==> src/rtl/glitcher_pkg.sv <==
// glitcher_pkg: shared reset-behaviour codes, sequencer states and length helper
package glitcher_pkg;
   localparam logic [1:0] RESET_NONE  = 2'b00;
   localparam logic [1:0] RESET_PULSE = 2'b01;
   localparam logic [1:0] RESET_ARM   = 2'b10;
   typedef enum logic [2:0] {S_IDLE, S_RESET, S_ARMED, S_DELAY, S_PULSE, S_GAP} state_t;
   // Counter reload for a length where zero means one cycle
   function automatic logic [15:0] len_m1(input logic [15:0] v);
      return (v == 16'd0) ? 16'd0 : v - 16'd1;
   endfunction
endpackage

==> src/rtl/sync_edge_detect.sv <==
// sync_edge_detect: multi-flop synchronizer with registered one-cycle rising-edge pulse
module sync_edge_detect #(
   parameter int STAGES = 2
) (
   input  logic clk,
   input  logic rst,
   input  logic d,
   output logic pulse
);
   logic [STAGES-1:0] sync;
   logic prev;
   always_ff @(posedge clk) begin
      if (rst) begin
         sync  <= '0;
         prev  <= 1'b0;
         pulse <= 1'b0;
      end else begin
         sync  <= {sync[STAGES-2:0], d};
         prev  <= sync[STAGES-1];
         pulse <= sync[STAGES-1] & ~prev;
      end
   end
endmodule

==> src/rtl/glitch_sequencer.sv <==
// glitch_sequencer: target reset, arm/trigger, delay and glitch pulse train sequencer
module glitch_sequencer
   import glitcher_pkg::*;
#(
   parameter int SYNC_STAGES = 2
) (
   input  logic        clk,
   input  logic        rst,
   input  logic        trigger_i,
   input  logic [15:0] delay_i,
   input  logic [7:0]  width_i,
   input  logic [7:0]  num_pulses_i,
   input  logic [15:0] pulse_spacing_i,
   input  logic [15:0] reset_length_i,
   input  logic [1:0]  reset_behavior_i,
   input  logic        pulse_en_i,
   input  logic        arm_i,
   input  logic        reset_en_i,
   output logic        glitch_o,
   output logic        target_rst_o,
   output logic        armed_o,
   output logic        busy_o,
   output logic        done_o
);
   state_t state, state_n;
   logic [15:0] cnt, cnt_n, s_q, s_n;
   logic [7:0] rem, rem_n, w_q, w_n;
   logic done_n, start, trig;

   sync_edge_detect #(.STAGES(SYNC_STAGES)) u_trig (
      .clk(clk), .rst(rst), .d(trigger_i), .pulse(trig)
   );

   always_ff @(posedge clk) begin
      if (rst) begin
         state  <= S_IDLE;
         cnt    <= '0;
         rem    <= '0;
         w_q    <= '0;
         s_q    <= '0;
         done_o <= 1'b0;
      end else begin
         state  <= state_n;
         cnt    <= cnt_n;
         rem    <= rem_n;
         w_q    <= w_n;
         s_q    <= s_n;
         done_o <= done_n;
      end
   end

   always_comb begin
      state_n = state;
      cnt_n   = cnt;
      rem_n   = rem;
      w_n     = w_q;
      s_n     = s_q;
      done_n  = 1'b0;
      start   = 1'b0;
      case (state)
         S_IDLE:  if (pulse_en_i) start = 1'b1; else if (arm_i) state_n = S_ARMED;
         S_ARMED: start = pulse_en_i | trig;
         S_RESET: begin
            cnt_n = cnt - 16'd1;
            if (cnt == 16'd0) begin
               start   = reset_behavior_i == RESET_PULSE;
               state_n = (reset_behavior_i == RESET_ARM) ? S_ARMED : S_IDLE;
            end
         end
         S_DELAY: begin
            cnt_n = cnt - 16'd1;
            if (cnt == 16'd0) begin
               state_n = S_PULSE;
               cnt_n   = len_m1({8'd0, w_q});
            end
         end
         S_PULSE: begin
            cnt_n = cnt - 16'd1;
            if (cnt == 16'd0) begin
               state_n = (rem == 8'd1) ? S_IDLE : S_GAP;
               done_n  = rem == 8'd1;
               cnt_n   = len_m1(s_q);
               rem_n   = rem - 8'd1;
            end
         end
         S_GAP: begin
            cnt_n = cnt - 16'd1;
            if (cnt == 16'd0) begin
               state_n = S_PULSE;
               cnt_n   = len_m1({8'd0, w_q});
            end
         end
         default: state_n = S_IDLE;
      endcase
      if (start) begin
         state_n = S_DELAY;
         cnt_n   = delay_i;
         w_n     = width_i;
         s_n     = pulse_spacing_i;
         rem_n   = (num_pulses_i == 8'd0) ? 8'd1 : num_pulses_i;
      end
      // Target reset overrides everything, including a pending done
      if (reset_en_i) begin
         state_n = S_RESET;
         cnt_n   = len_m1(reset_length_i);
         done_n  = 1'b0;
      end
   end

   assign glitch_o     = state == S_PULSE;
   assign target_rst_o = state == S_RESET;
   assign armed_o      = state == S_ARMED;
   assign busy_o       = (state == S_RESET) | (state == S_DELAY) | (state == S_PULSE) | (state == S_GAP);
endmodule
==> config.mk <==
export PLATFORM = sky130hd
export DESIGN_NAME = glitch_sequencer
export DESIGN_NICKNAME = d
export VERILOG_FILES = /design/src/rtl/glitcher_pkg.sv /design/src/rtl/sync_edge_detect.sv /design/src/rtl/glitch_sequencer.sv
export SDC_FILE = /design/constraint.sdc
export NUM_CORES = 1
export LEC_CHECK = 0
export ABC_AREA = 1
export CORE_ASPECT_RATIO = 1.5
export CORE_UTILIZATION = 56
export CTS_CLUSTER_DIAMETER = 40
export CTS_CLUSTER_SIZE = 8
export DETAILED_ROUTE_END_ITERATION = 10
export PLACE_DENSITY = 0.85
export SYNTH_ARGS = -nofsm -noshare
export SYNTH_HDL_FRONTEND = slang
export SYNTH_SLANG_ARGS = --single-unit
==> constraint.sdc <==
create_clock -name clk -period 5.3 [get_ports clk]
set_input_delay 1.06 -clock clk [delete_from_list [all_inputs] [get_ports clk]]
set_output_delay 1.06 -clock clk [all_outputs]
set_load 0.1 [all_outputs]
; After elaboration in Yosys (flattened, before gate mapping)
; Index checks and enable logic that the tools add are counted.
; Widths: inputs -> output; s select.
[word_totals]
register_bits = 56
inputBits = 72
out_inout_bits = 5
elab_cells = 92
[classes]
n_addsub = 5
n_eq_ne = 25
n_mux = 25
bitwise = 9
reduce_logical = 17
[op_table]
columns = cell, n
row1 = $mux 16, 7
row2 = $logic_not 16->1, 3
row3 = $pmux 16 s3, 1
row4 = $sub 16x1->16 const B, 3
row5 = $mux 8, 4
row6 = $mux 3, 6
row7 = $reduce_and 6->1, 3
row8 = $logic_not 8->1, 2
row9 = $pmux 3 s5, 1
row10 = $ne 3x1->1 const B, 3
row11 = $sub 8x1->9 const B, 1
row12 = $eq 8x1->1 const B, 1
row13 = $ne 2x1->1 const B, 4
row14 = $ne 4x2->1 const B, 2
row15 = $ne 4x4->1 const B, 2
row16 = $sub 8x1->8 const B, 1
row17 = $eq 3x2->1 const B, 2
row18 = $eq 3x3->1 const B, 2
row19 = $ne 3x3->1 const B, 2
row20 = $reduce_bool 5->1, 1
row21 = $mux 2, 2
row22 = $ne 2x2->1 const B, 2
row23 = $ne 4x1->1 const B, 1
row24 = $not 1->1, 4
row25 = other kinds (14), 21

; Longest topological paths before layout
[depth]
word_depth = 6
depth_mapped = 13
ltp_nobuf = 13

; Hierarchy
; From an unflattened synthesis, not the netlist that was laid out.
[hier_totals]
cells_unflattened = 707
hier_area_um2 = 4227.8
[by_module_without_submodules]
columns = module, instances, cells_each, area_each_um2
row1 = glitch_sequencer, 1, 695, 4112.7
row2 = sync_edge_detect, 1, 12, 115.1

; Least setup slack after synthesis
; No wires, ideal clock.
[synth_timing]
path_kind = reg-to-output
from = register state[2]
to = output armed_o
arrival_ns = 1.727
required_ns = 4.240
slack_ns = 2.513
path_stages_with_launch = 4
path_cell_list = dfxtp_1 -> inv_2 -> nand2_1 -> nor2_1
[synth_between]
elab_chain_len = 1
[synth_rtl]
columns = item, line_no
row1 = from (decl), glitch_sequencer.sv:25  ; state_t state, state_n;
row2 = from (signal assigned), glitch_sequencer.sv:43  ; state <= state_n;
row3 = $eq 3x2->1, glitch_sequencer.sv:112  ; assign armed_o = state == S_ARMED;
row4 = to (decl), glitch_sequencer.sv:21  ; output logic armed_o,
; Every way passes these cells.

; Worst setup path after layout
[layout_timing]
from = register state[0]
to = output busy_o
[layout_between]
elab_chain_len = 4
word_cells_on_any_way = 7
classes_between = 4 x eq/ne / 3 x bitwise
[layout_rtl]
columns = item, line_no
row1 = $eq 3x1->1 or $eq 3x2->1 (tied branches), glitch_sequencer.sv:113  ; assign busy_o = (state == S_RESET) | (state == S_DELAY) | (state == S_PULSE) | (state == S_GAP);
row2 = $or 1x1->1 (2 in series), glitch_sequencer.sv:113
row3 = $or 1x1->1 (*), glitch_sequencer.sv:113
row4 = to (decl), glitch_sequencer.sv:22  ; output logic busy_o,
; Every way passes the cells marked *; elsewhere a longest branch is shown, timed or not.

==> impl_metrics.json <==
{
  "via_per_inst": 5.34,
  "crit_slowest_cell": "clkdlybuf4s50_1",
  "yosys.area_share.simple_pct": 38.7,
  "fin_util_pct": 70.3,
  "critical_path.max_stage_delay_ns": 1.16,
  "synth_area_per_cell_um2": 5.88,
  "wl_um": 11400,
  "final_cell_area_um2": 5120,
  "fin_crit_ns": 3.38,
  "hold_start": "u_trig.prev",
  "drive_above_1_share_pct": 4.10,
  "r2r_end": "cnt[8]",
  "synth_nets": 794,
  "cts.sinks": 56,
  "dp_hpwl_um": 8900,
  "drv_cap": 0,
  "areaGrowthSynthToFinish_pct": 21.6,
  "initial_core_util_pct": 57.8,
  "drt_iter0_markers": 254,
  "grt_max_degree": 45,
  "die_w_um": 72.8,
  "wire_per_inst_um": 12.9,
  "stdcell_count": 881,
  "ioPinCount": 77,
  "irDropWorstVdd_uv": 171,
  "postLayoutSetupSlackWorst_ns": 1.92,
  "drv_slew": 0,
  "clockRootBuffer": "clkbuf_8",
  "cts_buffers": 5,
  "port_buffers": 76,
  "ys_top_cells_by_area": "dfxtp_1 (27%), nand2_1 (15%), nor2_1 (12%)",
  "crit_type": "flop to output pin",
  "clk_path_buf_depth": 2,
  "place_ws_ns": 1.97,
  "cts_tree": "done",
  "grt_pass1_vias": 4449,
  "drc": 0,
  "ys_warn_count": 0,
  "vias": 4703,
  "path_max_fanout": 5,
  "cp-end-kind": "output pin",
  "cts_hold_buf": 0,
  "dieArea_um2": 7870,
  "hold_violations": 0,
  "grt-ovfl-total": 0,
  "status": "finished clean",
  "ant_nets": 0,
  "worstRegToRegCells": 12,
  "holdPathEnd": "u_trig.pulse",
  "synthAdderAreaFrac_pct": 1.78,
  "hold_depth": 1,
  "holdCritPathClass": "flop to flop",
  "num_antenna_cells": 0,
  "path_cells": "inv_1 > nand2_1 > nand2_1 > inv_1 > clkdlybuf4s50_1",
  "period_share_pct": 63.7,
  "synth_xor_xnor_area_share_pct": 7.29,
  "crit_arrival_ns": 2.32,
  "cts.clk_slew.worst_paths_ns": 0.10,
  "dp_cells": 873,
  "synth_area_um2": 4210,
  "cp.required_ns": 4.24,
  "synth-seq-cells": 56,
  "core-area_um2": 7270,
  "cellPowerDensity_nw_per_um2": 285,
  "cp_top_family": "buffers and inverters",
  "slew_headroom_pct": 28.0,
  "r2r_start": "cnt[0]",
  "grt_first_pass_wirelength_um": 18900,
  "placed_area_um2": 5010,
  "crit_cells": 5,
  "firstDrtPassIters": 5,
  "place_congestion": 0.918,
  "rows": 38,
  "max_freq_ghz": 0.296,
  "die_height_um": 108,
  "synth_top_family_by_area": "simple AND/OR/NAND/NOR gates",
  "leakagePower_uw": 0.00233,
  "synth_top_cell_by_area": "dfxtp_1",
  "start_kind": "flop",
  "fin_nets": 858,
  "postCtsResizedCells": 0,
  "synth_compound_area_share_pct": 14.9,
  "track_usage_pct": 30.3,
  "skew_ns": 0.00910,
  "insertion_delay_ns": 0.31,
  "cts_setup_buffers": 0,
  "final-setup-viol-count": 0,
  "syn_inst": 716,
  "reg2reg_setup_slack_ns": 2.82,
  "rsz0062_at_grt": "no",
  "yosysUniqueCellTypes": 32,
  "cts_htree_levels": 2,
  "synth_top_area_share_pct": 26.6,
  "final.setup.tns_ns": 0,
  "worstMarginPinSlew_ns": 1.08,
  "path_buf_inv": 3,
  "yosysSeqAreaShare_pct": 26.6,
  "synth_mux_area_share_pct": 0,
  "antenna_found_initial": 0
}
==> cells in the mapped netlist (all sizes together) <==
cell type / count
xor2: 25
or2: 3
a21oi: 43
clkbuf: 11
ha: 6
and2: 2
dfxtp: 56
o21ai: 67
nand4: 13
a31oi: 4
nor4: 2
nor2: 143
nand3b: 2
o21bai: 3
nor3b: 1
inv: 92
xnor2: 10
nand3: 48
o22ai: 2
a22oi: 2
nand2: 166
nor3: 5
buf: 10
==> where the power goes <==
| part | internal [uW] | switching (uW) |
|---|---|---|
| clock network | 141 | 139 |
| logic | 241 | 406 |
| registers | 476 | 53.6 |
==> state kept, by name, indices dropped and copies added, names as in the netlist <==
name and count:
cnt 16, s_q 16, rem 8, w_q 8, state 3, u_trig.sync 2, done_o 1, u_trig.prev 1
u_trig.pulse 1
==> kinds of logic after synthesis <==
logic type,count (synthesis)
compound gates,121
xor+xnor,35
fa+ha+maj,6
buf+inv,113
flops,56
simple gates,385
==> per-layer routing <==
metal	part of all wire (%)	global-route usage (%)	wire length (um)
met1	41	34.7	4700
met2	51	55.4	5760
met3	4.3	3.17	488
met4	3.6	13.9	414
met5	0	0	0
==> stage by stage <==
| step | hold slack [ns] | total power, uW |
|---|---|---|
| floorplan | 0.373 | 1000 |
| global placement | 0.380 | 1160 |
| detailed placement | 0.388 | 1170 |
| CTS | 0.399 | 1450 |
| global route | 0.428 | 1570 |
| finish | 0.397 | 1460 |
==> worst max-delay path by stage <==
| stage | from | endpoint | slack (ns) |
|---|---|---|---|
| finish | state[0] | busy_o | 1.92 |
| global route | state[1] | glitch_o | 1.80 |
| CTS | state[0] | busy_o | 1.93 |
| detailed placement | pulse_en_i | cnt[8] | 1.97 |
| global placement | pulse_en_i | cnt[8] | 2.05 |
| floorplan | state[2] | armed_o | 2.51 |
==> cells in the final DEF (no fill, tap or decap) <==
master and count:
nand3_4 1, buf_4 2, inv_2 6, a21oi_1 43, nand3_1 45, clkinv_2 1, nand2_2 2, o21ai_1 1
nor2_4 2, nand3b_1 2, clkbuf_8 5, o22ai_1 2, or2_2 2, ha_1 6, clkbuf_1 1, or2_0 1
nor2_1 133, nand4_1 13, o21ai_0 66, nand2_1 164, nor2_2 8, nor4_1 2, inv_1 86, nor3_1 5
a31oi_1 4, xor2_1 25, clkdlybuf4s50_1 76, nor3b_1 1, a22oi_1 2, o21bai_1 3, bufinv_16 1, nand3_2 2
xnor2_1 10, and2_1 2, dfxtp_1 56
==> area by class of cell <==
cell class | count | area, um^2
Timing Repair Buffer | 78 | 776
Clock buffer | 6 | 72.6
Inverter | 92 | 345
Clock inverter | 2 | 35.0
Fill cell | 700 | 2160
Sequential cell | 56 | 1120
Multi-Input combinational cell | 547 | 2640
Tap cell | 100 | 125
(Power assumes the default switching activity.)
